<file path="config.mk">
export PLATFORM = sky130hd
export DESIGN_NAME = adc_ltc2308_responder
export DESIGN_NICKNAME = d
export VERILOG_FILES = /design/src/rtl/adc_ltc2308_responder.sv
export SDC_FILE = /design/constraint.sdc
export NUM_CORES = 1
export LEC_CHECK = 0
export CAP_MARGIN = 40
export CORE_ASPECT_RATIO = 1.2
export CORE_MARGIN = 2
export CORE_UTILIZATION = 40
export CTS_CLUSTER_SIZE = 24
export DETAILED_ROUTE_END_ITERATION = 10
export GPL_TIMING_DRIVEN = 1
export PLACE_DENSITY = 0.72
export SLEW_MARGIN = 30
export SYNTH_ARGS = -nofsm -noshare
export SYNTH_HDL_FRONTEND = slang
export SYNTH_SLANG_ARGS = --single-unit
</file>
<file path="constraint.sdc">
create_clock -name clk -period 2.7 [get_ports clk]
set_input_delay 0.405 -clock clk [delete_from_list [all_inputs] [get_ports clk]]
set_output_delay 0.405 -clock clk [all_outputs]
set_load 0.01 [all_outputs]
</file>
<file path="src/rtl/adc_ltc2308_responder.sv">
// LTC2308-compatible SPI responder: serves 12-bit samples from a parallel bus over CONVST/SCLK/DIN/DOUT.
// Optional macro ADC_RESP_BIPOLAR_EN: with UNI=0 at snapshot the sample MSB is inverted (two's complement).
module adc_ltc2308_responder #(
  parameter int NUM_CH      = 8,
  parameter int DATA_W      = 12,
  parameter int CFG_W       = 6,
  parameter int CONV_CYCLES = 80,
  parameter int SYNC_STAGES = 2
) (
  input  logic                     clk,
  input  logic                     reset_n,
  input  logic                     adc_convst,
  input  logic                     adc_sclk,
  input  logic                     adc_din,
  output logic                     adc_dout,
  input  logic [NUM_CH*DATA_W-1:0] ch_data,
  output logic                     busy,
  output logic [CFG_W-1:0]         cfg_word,
  output logic                     cfg_valid
);

  localparam int CNT_W  = $clog2(CONV_CYCLES);
  localparam int BIT_W  = $clog2(DATA_W);
  localparam int CFGC_W = $clog2(CFG_W + 1);
  localparam logic [CNT_W-1:0]  CONV_LAST = CNT_W'(CONV_CYCLES - 1);
  localparam logic [BIT_W-1:0]  BIT_LAST  = BIT_W'(DATA_W - 1);
  localparam logic [CFGC_W-1:0] CFG_FULL  = CFGC_W'(CFG_W);
  localparam logic [CFG_W-1:0]  CFG_RESET = CFG_W'(6'b100010);

  typedef enum logic [1:0] {
    IDLE,
    CONV,
    SHIFT
  } state_t;

  state_t              state_reg;
  logic [2:0]          sync_reg [SYNC_STAGES];
  logic [1:0]          prev_reg;
  logic [CNT_W-1:0]    cnt_reg;
  logic [BIT_W-1:0]    bit_cnt_reg;
  logic [CFGC_W-1:0]   cfg_cnt_reg;
  logic [CFG_W-1:0]    cfg_shift_reg;
  logic [CFG_W-1:0]    cfg_word_reg;
  logic                cfg_valid_reg;
  logic [DATA_W-1:0]   sample_reg;
  logic                adc_dout_reg;
  logic                busy_reg;

  logic [DATA_W-1:0]   ch_sample [NUM_CH];
  logic [2:0]          sync_last;
  logic                convst_s;
  logic                sclk_s;
  logic                din_s;
  logic                convst_rise;
  logic                sclk_rise;
  logic                sclk_fall;
  logic [2:0]          cfg_ch;
  logic [DATA_W-1:0]   raw_sample;
  logic [DATA_W-1:0]   snap_sample;

  genvar gi;
  generate
    for (gi = 0; gi < NUM_CH; gi++) begin : g_ch
      assign ch_sample[gi] = ch_data[gi*DATA_W +: DATA_W];
    end
  endgenerate

  // Bit order of the synchronizer word: {convst, sclk, din}
  always_ff @(posedge clk or negedge reset_n) begin
    if (!reset_n) begin
      for (int i = 0; i < SYNC_STAGES; i++) begin
        sync_reg[i] <= 3'b000;
      end
      prev_reg <= 2'b00;
    end else begin
      sync_reg[0] <= {adc_convst, adc_sclk, adc_din};
      for (int i = 1; i < SYNC_STAGES; i++) begin
        sync_reg[i] <= sync_reg[i-1];
      end
      prev_reg <= {convst_s, sclk_s};
    end
  end

  assign sync_last   = sync_reg[SYNC_STAGES-1];
  assign convst_s    = sync_last[2];
  assign sclk_s      = sync_last[1];
  assign din_s       = sync_last[0];
  assign convst_rise = convst_s & ~prev_reg[1];
  assign sclk_rise   = sclk_s & ~prev_reg[0];
  assign sclk_fall   = ~sclk_s & prev_reg[0];

  // Channel index is {S1, S0, O/S}; config word layout is {S/D, O/S, S1, S0, UNI, SLP}
  assign cfg_ch = {cfg_word_reg[3], cfg_word_reg[2], cfg_word_reg[4]};

  always_comb begin
    raw_sample = '0;
    if (int'(cfg_ch) < NUM_CH) begin
      raw_sample = ch_sample[cfg_ch];
    end
  end

`ifdef ADC_RESP_BIPOLAR_EN
  assign snap_sample = {raw_sample[DATA_W-1] ^ ~cfg_word_reg[1], raw_sample[DATA_W-2:0]};
`else
  assign snap_sample = raw_sample;
`endif

  always_ff @(posedge clk or negedge reset_n) begin
    if (!reset_n) begin
      state_reg     <= IDLE;
      cnt_reg       <= '0;
      bit_cnt_reg   <= '0;
      cfg_cnt_reg   <= '0;
      cfg_shift_reg <= '0;
      cfg_word_reg  <= CFG_RESET;
      cfg_valid_reg <= 1'b0;
      sample_reg    <= '0;
      adc_dout_reg  <= 1'b0;
      busy_reg      <= 1'b0;
    end else begin
      cfg_valid_reg <= 1'b0;
      case (state_reg)
        IDLE: begin
          adc_dout_reg <= 1'b0;
          if (convst_rise) begin
            sample_reg <= snap_sample;
            cnt_reg    <= '0;
            busy_reg   <= 1'b1;
            state_reg  <= CONV;
          end
        end
        CONV: begin
          if (cnt_reg == CONV_LAST) begin
            busy_reg      <= 1'b0;
            adc_dout_reg  <= sample_reg[DATA_W-1];
            bit_cnt_reg   <= '0;
            cfg_cnt_reg   <= '0;
            cfg_shift_reg <= '0;
            state_reg     <= SHIFT;
          end else begin
            cnt_reg <= cnt_reg + 1'b1;
          end
        end
        SHIFT: begin
          // A new CONVST aborts the read; any SCLK edge on the same cycle is dropped
          if (convst_rise) begin
            sample_reg   <= snap_sample;
            cnt_reg      <= '0;
            busy_reg     <= 1'b1;
            adc_dout_reg <= 1'b0;
            state_reg    <= CONV;
          end else if (sclk_rise) begin
            if (cfg_cnt_reg < CFG_FULL) begin
              cfg_shift_reg <= {cfg_shift_reg[CFG_W-2:0], din_s};
              cfg_cnt_reg   <= cfg_cnt_reg + 1'b1;
            end
          end else if (sclk_fall) begin
            if (bit_cnt_reg == BIT_LAST) begin
              adc_dout_reg <= 1'b0;
              state_reg    <= IDLE;
              if (cfg_cnt_reg == CFG_FULL) begin
                cfg_word_reg  <= cfg_shift_reg;
                cfg_valid_reg <= 1'b1;
              end
            end else begin
              bit_cnt_reg  <= bit_cnt_reg + 1'b1;
              sample_reg   <= {sample_reg[DATA_W-2:0], 1'b0};
              adc_dout_reg <= sample_reg[DATA_W-2];
            end
          end
        end
        default: begin
          state_reg <= IDLE;
        end
      endcase
    end
  end

  assign adc_dout  = adc_dout_reg;
  assign busy      = busy_reg;
  assign cfg_word  = cfg_word_reg;
  assign cfg_valid = cfg_valid_reg;

endmodule

</file>
== Word level (Yosys, flattened, before mapping) ==
Index checks and enable logic that the tools add are counted.

* Input port bits: 101
* Register bits: 51

* Order comparisons: 2
* Muxes and demuxes: 50
* Reductions and logical operators: 14
* Bitwise logic cells: 9
* Eq/ne operators: 19
* $add $sub $neg: 3

{| class="wikitable"
|+ Operators by type and width
! kind !! number
|-
| $mux 12 || 7
|-
| $bmux 12 s3 || 1
|-
| $mux 6 || 4
|-
| $pmux 12 s2 || 1
|-
| $mux 4 || 5
|-
| $ne 2x2->1 const B || 9
|-
| $reduce_and 5->1 || 3
|-
| $mux 7 || 2
|-
| $pmux 7 s2 || 1
|-
| $mux 1 || 13
|-
| $mux 2 || 6
|-
| $mux 3 || 4
|-
| $ne 3x3->1 const B || 4
|-
| $pmux 6 s2 || 1
|-
| $reduce_and 6->1 || 2
|-
| $pmux 4 s2 || 1
|-
| $add 7x1->7 const B || 1
|-
| $eq 7x7->1 const B || 1
|-
| $pmux 2 s3 || 1
|-
| $pmux 3 s2 || 1
|-
| $reduce_and 3->1 || 2
|-
| $reduce_bool 2->1 || 3
|-
| $not 1->1 || 5
|-
| $add 4x1->4 const B || 1
|-
| other kinds (16) || 18
|}

== Logic depth before layout (Yosys ltp) ==
Gate-level depths: netlist of the first run.

* Depth after elaboration: 7
* Depth in mapped cells: 8
* Depth with buffers taken out: 6

== Least setup slack after synthesis of the first run ==
OpenSTA, ideal clock, no wires.

* Kind: register to register
* Start: register state_reg[0]
* End: register bit_cnt_reg[0]
* Setup time: 125 ps
* Slack: 775 ps
* Data arrival time: 1,800 ps
* Period minus slack after synthesis: 1,925 ps
* Stages on the path, launching flop included: 8
* Path buffers: 1
* Data required time: 2,575 ps
* Path through: dfrtp_1 -> inv_1 -> ha_1 -> buf_4 -> clkinv_1 -> o21ai_0 -> or3_4 -> mux2_4

* Word-level cells in the longest chain between the ends: 3
* Elaborated cells between the ends (all ways): 10
* Classes of those cells: eq/ne: 7; mux: 1; reduce/logical: 2

{| class="wikitable"
|+ RTL lines
! what !! line !! RTL
|-
| start, declared || 36 || <nowiki>state_t state_reg;</nowiki>
|-
| start signal, assigned || 110 || <nowiki>state_reg <= IDLE;</nowiki>
|-
| start signal, assigned || 129 || <nowiki>state_reg <= CONV;</nowiki>
|-
| start signal, assigned || 139 || <nowiki>state_reg <= SHIFT;</nowiki>
|-
| $eq 2x2->1 / $eq 2x1->1 (equally long branches) || 122 || <nowiki>case (state_reg)</nowiki>
|-
| $ne 2x2->1 (no line) / $reduce_bool 2->1 (equally long branches) || -- ||
|-
| $reduce_and 6->1 (no line) || -- ||
|-
| end signal, assigned || 166 || <nowiki>bit_cnt_reg <= bit_cnt_reg + 1'b1;</nowiki>
|-
| end, declared || 40 || <nowiki>logic [BIT_W-1:0] bit_cnt_reg;</nowiki>
|}

Parallel ways exist; a longest one is shown, timed or not.
A chain may end at the register's enable or synchronous reset.

== Final worst setup path of the first run ==
Same ends and word-level chain as after synthesis.

==> results of run 1 <==
## critical path: stages, from the launching register on
cell and delay (ns):
dfrtp_1 0.44, inv_1 0.14, ha_1 0.30, buf_4 0.20, clkinv_1 0.10, buf_4 0.21, o21ai_0 0.39, or3_4 0.24
mux2_4 0.30
## power breakdown
part | switching (uW) | internal (uW)
combinational | 737 | 630
clock | 264 | 305
sequential | 107 | 952
total | 1110 | 1890
## cell usage in the layout (no fill, tap or decap), types with 6 or more instances in the layout
master and count:
a22oi_1 22, a31oi_1 15, buf_4 9, clkbuf_8 6, clkdlybuf4s50_1 108, dfrtp_1 48
ha_1 9, inv_1 20, mux2_2 10, mux2i_1 58, nand2_1 12, nor2_1 9
nor3_1 11, o21ai_0 12, o31ai_1 8
## worst max path at each step
stage,from,slack (ns),cells past startpoint,end
after floorplan,state_reg[0],0.78,7,bit_cnt_reg[0]
after global placement,state_reg[0],0.39,7,sample_reg[7]
after detailed placement,state_reg[0],0.32,8,bit_cnt_reg[0]
after CTS,state_reg[0],0.28,8,bit_cnt_reg[0]
after global routing,state_reg[0],0.11,8,bit_cnt_reg[0]
final,state_reg[0],0.27,8,bit_cnt_reg[0]
## metal layers
metal	wire [um]	global-route usage	vias to the layer above
li1	-	-	1400
met2	4403	0.3592	117
met3	546	0.04003	11
met5	0	0	-
met4	182	0.05889	0
met1	3456	0.2511	1381
## logic make-up after synthesis
logic type                 count (synthesis)  share of synthesized area
adders and majority gates                  9                    0.03458
AOI/OAI and AO/OA                         82                     0.1771
muxes                                     71                     0.2313
DFF                                       51                     0.3926
and+or+nand+nor                           64                     0.1095
buffers and inverters                     42                    0.05494
## final cells by class
cell class / count / area, sq um
inverters: 21 / 78.83
flip-flops and latches: 51 / 1280
clock buffers: 6 / 82.58
repair buffers: 119 / 1174
multi-input cells: 226 / 1807
well taps: 95 / 118.9
fillers: 722 / 3438
clock inverters: 2 / 38.79
## metrics by stage
step,power (uW),instances,hold slack [ns]
2_1_floorplan,1965,319,0.1094
3_3_place_gp,2354,512,0.3343
6_report,2995,520,0.1344
4_1_cts,3010,520,0.1637
5_1_grt,3203,520,0.1817
3_5_place_dp,2439,512,0.3372
==> reports/results.tsv, run 1 <==
stage	metric	value	unit
die	die_y	102.8	um
timing	finalSetupViolCount	0	
yosys	synth-warning-count	0	
timing	final.setup.tns	0	ns
timing	final_hold_viol_count	0	
die	io_pins	110	
yosys	postSynth.asyncResetShare	1.000	
grt	overflow	0	
critical_path	critPathRequiredTime	2.90	ns
die	dieArea	8883	sq um
critical_path	reg2reg_from	state_reg[0]	
power	p_leak	0.001820	uW
status	status	finished, final reports clean	
timing	rsz0062_at_grt	false	
yosys	ys.flop_type	dfrtp_1	
grt	antenna_found_initial	0	
run	cap_violations	0	
placed_design	io_buffers	109	
placed_design	routabilityCongestion	0.7547	
final_layout	largest_reg_flops	12	
cts	clk_latency	0.31	ns
timing	slew_headroom	0.4900	
timing	setup_slack	0.2720	ns
critical_path	cp_max_fo	17	
yosys	synth_commonest_cells	58 x mux2i_1, 49 x dfrtp_1, 22 x a22oi_1	
timing	post-route-period-util	0.8992	
critical_path	setup.worst_path.start_class	flop	
timing	slew_viol_final	0	
yosys	seq_area_frac_synth	0.3926	
detailed_routing	first_iter_violations	127	
timing	tightestPinTransition	0.7625	ns
cts	path_clk_slew	0.10	ns
detailed_routing	ant_nets	0	
timing	finClkSkew	0.008006	ns
grt	grt_max_degree	44	
final_layout	layout-drive-gt1-share	0.09647	
cts	clock-sinks	51	
yosys	synth_fp_nets	429	
grt	grt_usage	0.2030	
detailed_routing	first_pass_iters	4	
yosys	netlist_top_cells_area	dfrtp_1 38%, mux2i_1 18%, a22oi_1 5.1%	
yosys	synth-edff-count	0	
critical_path	cp-end-kind	flop	
critical_path	reg2reg_to	bit_cnt_reg[0]	
final_layout	diodes	0	
yosys	syn_inst	319	
yosys	ys_seq_elements	51	
cts	cts_tree	yes	
cts	postCtsSetupBuffers	0	
critical_path	critPathArrivalTime	2.62	ns
power	peakVddDrop	0.2975	mV
grt	grt_pass1_wl	14420	um
detailed_routing	num_vias	2909	
cts	numCtsBuffers	5	
yosys	synth_top_area_frac	0.3765	
die	initial_utilization	0.4062	
timing	period_needed	2.428	ns
yosys	ys_types	48	
timing	fmax	411.9	MHz
yosys	synth_area_leader_cell	dfrtp_1	
detailed_routing	drc_errors	0	
power	p_per_area	654.0	nW/um^2
cts	holdBufCountCts	0	
final_layout	finalNetCount	534	
placed_design	dpl_worst_slack	0.3173	ns
grt	grt_pass1_vias	3009	
final_layout	final_core_utilization	0.5712	
placed_design	place_area	4458	sq um
die	die_x	86.37	um
detailed_routing	wl	8589	um
hold_path	hp-class	primary input to async pin	
cts	htree_levels	2	
yosys	synth_area	3257	sq um
yosys	avgSynthCellArea	10.21	sq um
critical_path	critPathKind	flop to flop	
final_layout	postLayoutCellArea	4579	sq um
cts	clockBufferDepth	2	
cts	ctsResizeCount	0	
die	rows	36	
die	fp.coreArea	8018	sq um
detailed_routing	wl_per_cell	16.52	um
cts	cts_root_buf	clkbuf_8	
critical_path	r2r_slack	0.27	ns
final_layout	synthToLayoutAreaGrowth	40.61	%
placed_design	hpwl	6945	um
detailed_routing	vias_per_cell	5.594	
critical_path	r2r_cells	8	
yosys	yosysMostFrequentCell	mux2i_1	
Note: power is estimated with default switching activity, not from simulation.
==> inputs of run 2 (changes only) <==
==> constraint.sdc (replaced) <==
create_clock -name clk -period 2.5 [get_ports clk]
set_input_delay 0.375 -clock clk [delete_from_list [all_inputs] [get_ports clk]]
set_output_delay 0.375 -clock clk [all_outputs]
set_load 0.01 [all_outputs]
==> run 2 against run 1 <==
Against the previous run:
- cell count grew 1.2%
- clock skew is essentially flat
- wire length down 0.14%
- utilization grew 0.61 points
==> reports/results.tsv, run 2 (synthesis gave the netlist of run 1 again) <==
stage	metric	value	unit
status	status	finished, final reports clean	
grt	antenna_found_initial	0	
timing	finClkSkew	0.008100	ns
grt	grt_pass1_vias	2883	
detailed_routing	met3WireLength	530	um
critical_path	critPathArrivalTime	2.29	ns
final_layout	diodes	0	
die	initial_utilization	0.4062	
placed_design	dpl_worst_slack	0.4386	ns
placed_design	io_buffers	109	
critical_path	critPathKind	flop to flop	
die	die_y	102.8	um
cts	postCtsSetupBuffers	0	
detailed_routing	wl_met1	3464	um
detailed_routing	wl_per_cell	16.31	um
die	fp.coreArea	8018	sq um
detailed_routing	ant_nets	0	
placed_design	routabilityCongestion	0.8666	
die	dieArea	8883	sq um
timing	slew_viol_final	0	
timing	slew_headroom	0.6155	
final_layout	final_cell_mix	108 x clkdlybuf4s50_1, 58 x mux2i_1, 48 x dfrtp_1, 22 x a22oi_1, 20 x inv_1	
grt	grt_pass1_wl	13870	um
final_layout	synthToLayoutAreaGrowth	42.11	%
power	p_per_area	677.4	nW/um^2
final_layout	largest_reg_flops	12	
final_layout	mostFrequentLayoutCell	clkdlybuf4s50_1	
final_layout	final_core_utilization	0.5772	
die	io_pins	110	
die	die_x	86.37	um
timing	final_hold_viol_count	0	
grt	overflow	0	
timing	finalSetupViolCount	0	
detailed_routing	first_pass_iters	4	
detailed_routing	top_layer	met4	
cts	clockBufferDepth	2	
detailed_routing	num_vias	2843	
cts	ctsResizeCount	0	
placed_design	hpwl	6884	um
power	p_leak	0.001847	uW
critical_path	slowest_delay	0.43	ns
detailed_routing	first_iter_violations	151	
critical_path	path_cells	inv_1 > ha_1 > buf_4 > nor2_1 > buf_4 > nor2_1 > o22ai_1 > mux2_2	
critical_path	cpMaxStageDelayCell	dfrtp_1	
cts	clk_latency	0.31	ns
final_layout	layout-drive-gt1-share	0.1067	
die	rows	36	
timing	setup_slack	0.4143	ns
critical_path	cp-end-kind	flop	
critical_path	cp_max_fo	20	
critical_path	critPathRequiredTime	2.70	ns
final_layout	finalNetCount	540	
grt	grt_max_degree	44	
timing	rsz0062_at_grt	false	
power	peakVddDrop	0.3688	mV
grt	grt_usage	0.1973	
cts	clock-sinks	51	
cts	cts_root_buf	clkbuf_8	
timing	tightestPinTransition	0.5741	ns
detailed_routing	wl	8577	um
hold_path	hp-class	flop to flop	
timing	post-route-period-util	0.8343	
cts	htree_levels	2	
cts	path_clk_slew	0.10	ns
timing	fmax	479.5	MHz
cts	holdBufCountCts	0	
timing	whs	0.3563	ns
cts	cts_tree	yes	
detailed_routing	vias_per_cell	5.405	
critical_path	setup.worst_path.start_class	flop	
run	cap_violations	0	
timing	final.setup.tns	0	ns
detailed_routing	wl_met2	4423	um
detailed_routing	drc_errors	0	
cts	numCtsBuffers	5	
timing	period_needed	2.086	ns
run 2: cell type report:
type                       instances  area [sq um]
inverter                          21         78.83
multi-input combinational        226          1799
tap                               95         118.9
sequential                        51          1280
clock buffer                       5         68.82
timing repair buffer             125          1254
clock inverter                     3         28.78
fill                             712          3390
run 2: path summary, 6_finish.rpt:
| path | slack (ns) | end | start | cells after the start |
|---|---|---|---|---|
| max in group asynchronous | 1.53 | cfg_word[1] | reset_n | 3 |
| max reg2reg | 0.41 | adc_dout | state_reg[0] | 8 |
| min | 0.36 | sync_last[0] | sync_reg[3] | 0 |
| min in group asynchronous | 0.48 | cfg_valid | reset_n | 2 |
| min reg2reg | 0.36 | sync_last[0] | sync_reg[3] | 0 |
| max | 0.41 | adc_dout | state_reg[0] | 8 |
run 2: routing by layer:
metal  vias to the layer above  global-route usage
li1                       1413                   -
met1                      1319              0.2402
met2                       103              0.3503
met3                         8             0.04083
met4                         0             0.06130
met5                         -                   0
run 2: power by group:
group | total, uW | switching (uW) | internal, uW
sequential | 1140 | 114 | 1030
combinational | 1490 | 781 | 710
clock | 503 | 295 | 208
run 2: metrics by stage:
step	power, uW	std cells	instance area [sq um]
CTS	3158	524	4591
detailed placement	2637	516	4493
global placement	2570	516	4493
floorplan	2122	319	3257
global route	3377	526	4628
finish	3135	526	4628
run 2: worst max-delay path, delay by kind of cell (launching register included):
| family | cells | cell delay, ns |
|---|---|---|
| buffers and inverters | 3 | 0.53 |
| flip-flops | 1 | 0.43 |
| multiplexers | 1 | 0.35 |
| adder cells (fa/ha/maj) | 1 | 0.29 |
| AND/OR/NAND/NOR | 2 | 0.25 |
| AO/OA/AOI/OAI | 1 | 0.14 |
==> inputs of run 3 (changes only) <==
==> constraint.sdc (replaced) <==
create_clock -name clk -period 2.1 [get_ports clk]
set_input_delay 0.315 -clock clk [delete_from_list [all_inputs] [get_ports clk]]
set_output_delay 0.315 -clock clk [all_outputs]
set_load 0.01 [all_outputs]
==> run 3 against run 2 <==
Against the previous run:
- via count up 1.7%
- combinational power increased by 23%
- sequential share of layout area down 0.29 points
- global-route usage increased by 0.59 points
- critical path depth shrank 1
- critical path type unchanged
- sequential power grew 19%
- total power increased by 25%
- largest cell class unchanged
- final area up 1.1%
- clock power is 47% higher
==> reports/results.tsv, run 3 (synthesis gave the netlist of run 1 again) <==
stage	metric	value	unit
status	status	finished, final reports clean	
grt	antenna_found_initial	0	
critical_path	path_delay_family	compound AO/OA/AOI/OAI gates	
timing	fmax	519.5	MHz
critical_path	critPathKind	flop to flop	
cts	path_clk_slew	0.10	ns
final_layout	layout-drive-gt1-share	0.1195	
grt	grt_pass1_wl	14570	um
grt	grt_max_degree	37	
final_layout	fillers	730	
timing	post-route-period-util	0.9166	
cts	cts_root_buf	clkbuf_8	
die	initial_utilization	0.4062	
power	p_leak	0.001876	uW
critical_path	critPathRequiredTime	2.30	ns
timing	tightestPinTransition	0.4215	ns
critical_path	cp_common_cell	buf_4	
timing	slew_viol_final	0	
placed_design	dpl_worst_slack	0.03765	ns
die	rows	36	
final_layout	final_cell_mix	108 x clkdlybuf4s50_1, 58 x mux2i_1, 48 x dfrtp_1, 22 x a22oi_1, 20 x inv_1	
critical_path	cpMaxStageDelayCell	dfrtp_1	
detailed_routing	ant_nets	0	
final_layout	final_core_utilization	0.5833	
power	peakVddDrop	0.3950	mV
critical_path	path_cells	inv_1 > ha_4 > buf_4 > buf_4 > a41oi_1 > o21a_1 > a211o_1	
critical_path	setup.worst_path.start_class	flop	
detailed_routing	first_iter_violations	72	
detailed_routing	drc_errors	0	
timing	setup_slack	0.1752	ns
timing	finalSetupViolCount	0	
hold_path	hp-class	flop to flop	
power	total_power	3931	uW
detailed_routing	wl_per_cell	16.36	um
cts	numCtsBuffers	5	
final_layout	diodes	0	
die	dieArea	8883	sq um
detailed_routing	first_pass_iters	4	
timing	final_hold_viol_count	0	
cts	cts_tree	yes	
placed_design	routabilityCongestion	0.8188	
final_layout	finalNetCount	544	
cts	clockBufferDepth	2	
critical_path	critPathBufInv	3	
placed_design	place_inst	521	
final_layout	synthToLayoutAreaGrowth	43.60	%
detailed_routing	wl	8670	um
timing	period_needed	1.925	ns
die	fp.coreArea	8018	sq um
final_layout	fin_cells	530	
grt	grt_pass1_vias	3105	
critical_path	critPathArrivalTime	2.13	ns
grt	overflow	0	
timing	final.setup.tns	0	ns
die	io_pins	110	
detailed_routing	num_vias	2890	
critical_path	cp-end-kind	flop	
die	die_y	102.8	um
power	p_per_area	840.4	nW/um^2
cts	clock-sinks	51	
grt	grt_usage	0.2032	
die	die_x	86.37	um
placed_design	io_buffers	109	
timing	rsz0062_at_grt	false	
final_layout	mostFrequentLayoutCell	clkdlybuf4s50_1	
final_layout	largest_reg_flops	12	
timing	finClkSkew	0.01183	ns
critical_path	cp_max_fo	14	
run	cap_violations	0	
timing	slew_headroom	0.7184	
detailed_routing	vias_per_cell	5.453	
cts	htree_levels	2	
placed_design	hpwl	7019	um
critical_path	slowest_delay	0.44	ns
cts	clk_latency	0.31	ns
-- run 3: final timing paths --
check,startpoint,endpoint,slack (ns),cells after the start
setup / recovery,state_reg[0],cfg_cnt_reg[2],0.18,7
hold / removal,sync_reg[4],sync_last[1],0.36,0
setup reg to reg,state_reg[0],cfg_cnt_reg[2],0.18,7
hold reg to reg,sync_reg[4],sync_last[1],0.36,0
max in group asynchronous,reset_n,state_reg[1],1.05,3
min in group asynchronous,reset_n,cfg_shift_reg[0],0.44,2
-- run 3: repair_timing --
item	4_1_cts	5_1_grt
hold buffers	1	0
hold endpoints to repair	13	0
setup buffers	0	0
gates resized for setup	0	5
endpoints found under the setup margin	0	30
-- run 3: area by class of cell --
class / instances / area [sq um] / share of cell area
clock buffers: 6 / 82.58 / 0.01766
repair buffers: 129 / 1251 / 0.2675
well taps: 95 / 118.9 / 0.02541
multi-input cells: 226 / 1827 / 0.3906
inverters: 21 / 78.83 / 0.01685
flip-flops and latches: 51 / 1280 / 0.2737
clock inverters: 2 / 38.79 / 0.008293
-- run 3: per-layer routing --
metal	global-route usage	vias up	wire (um)
li1	-	1419	-
met1	0.2447	1364	3546
met2	0.3757	99	4506
met3	0.04163	8	535
met4	0.03966	0	82
met5	0	-	0
-- run 3: worst register-to-register path: cells and delay by family, from the launching register on --
kind	cells	cell delay, ns
compound gates	3	0.67
buf+inv	3	0.52
fa+ha+maj	1	0.19
flops	1	0.44
-- run 3: per-stage QoR --
step	hold WS, ns	area [sq um]
2_1_floorplan	0.01941	3257
3_3_place_gp	0.2546	4518
3_5_place_dp	0.2504	4518
4_1_cts	0.3615	4649
5_1_grt	0.3701	4677
6_report	0.3589	4677
-- run 3: power by group --
group / internal [uW] / switching, uW
Combinational: 886 / 946
Sequential: 1220 / 137
Clock: 392 / 346
Total: 2500 / 1430
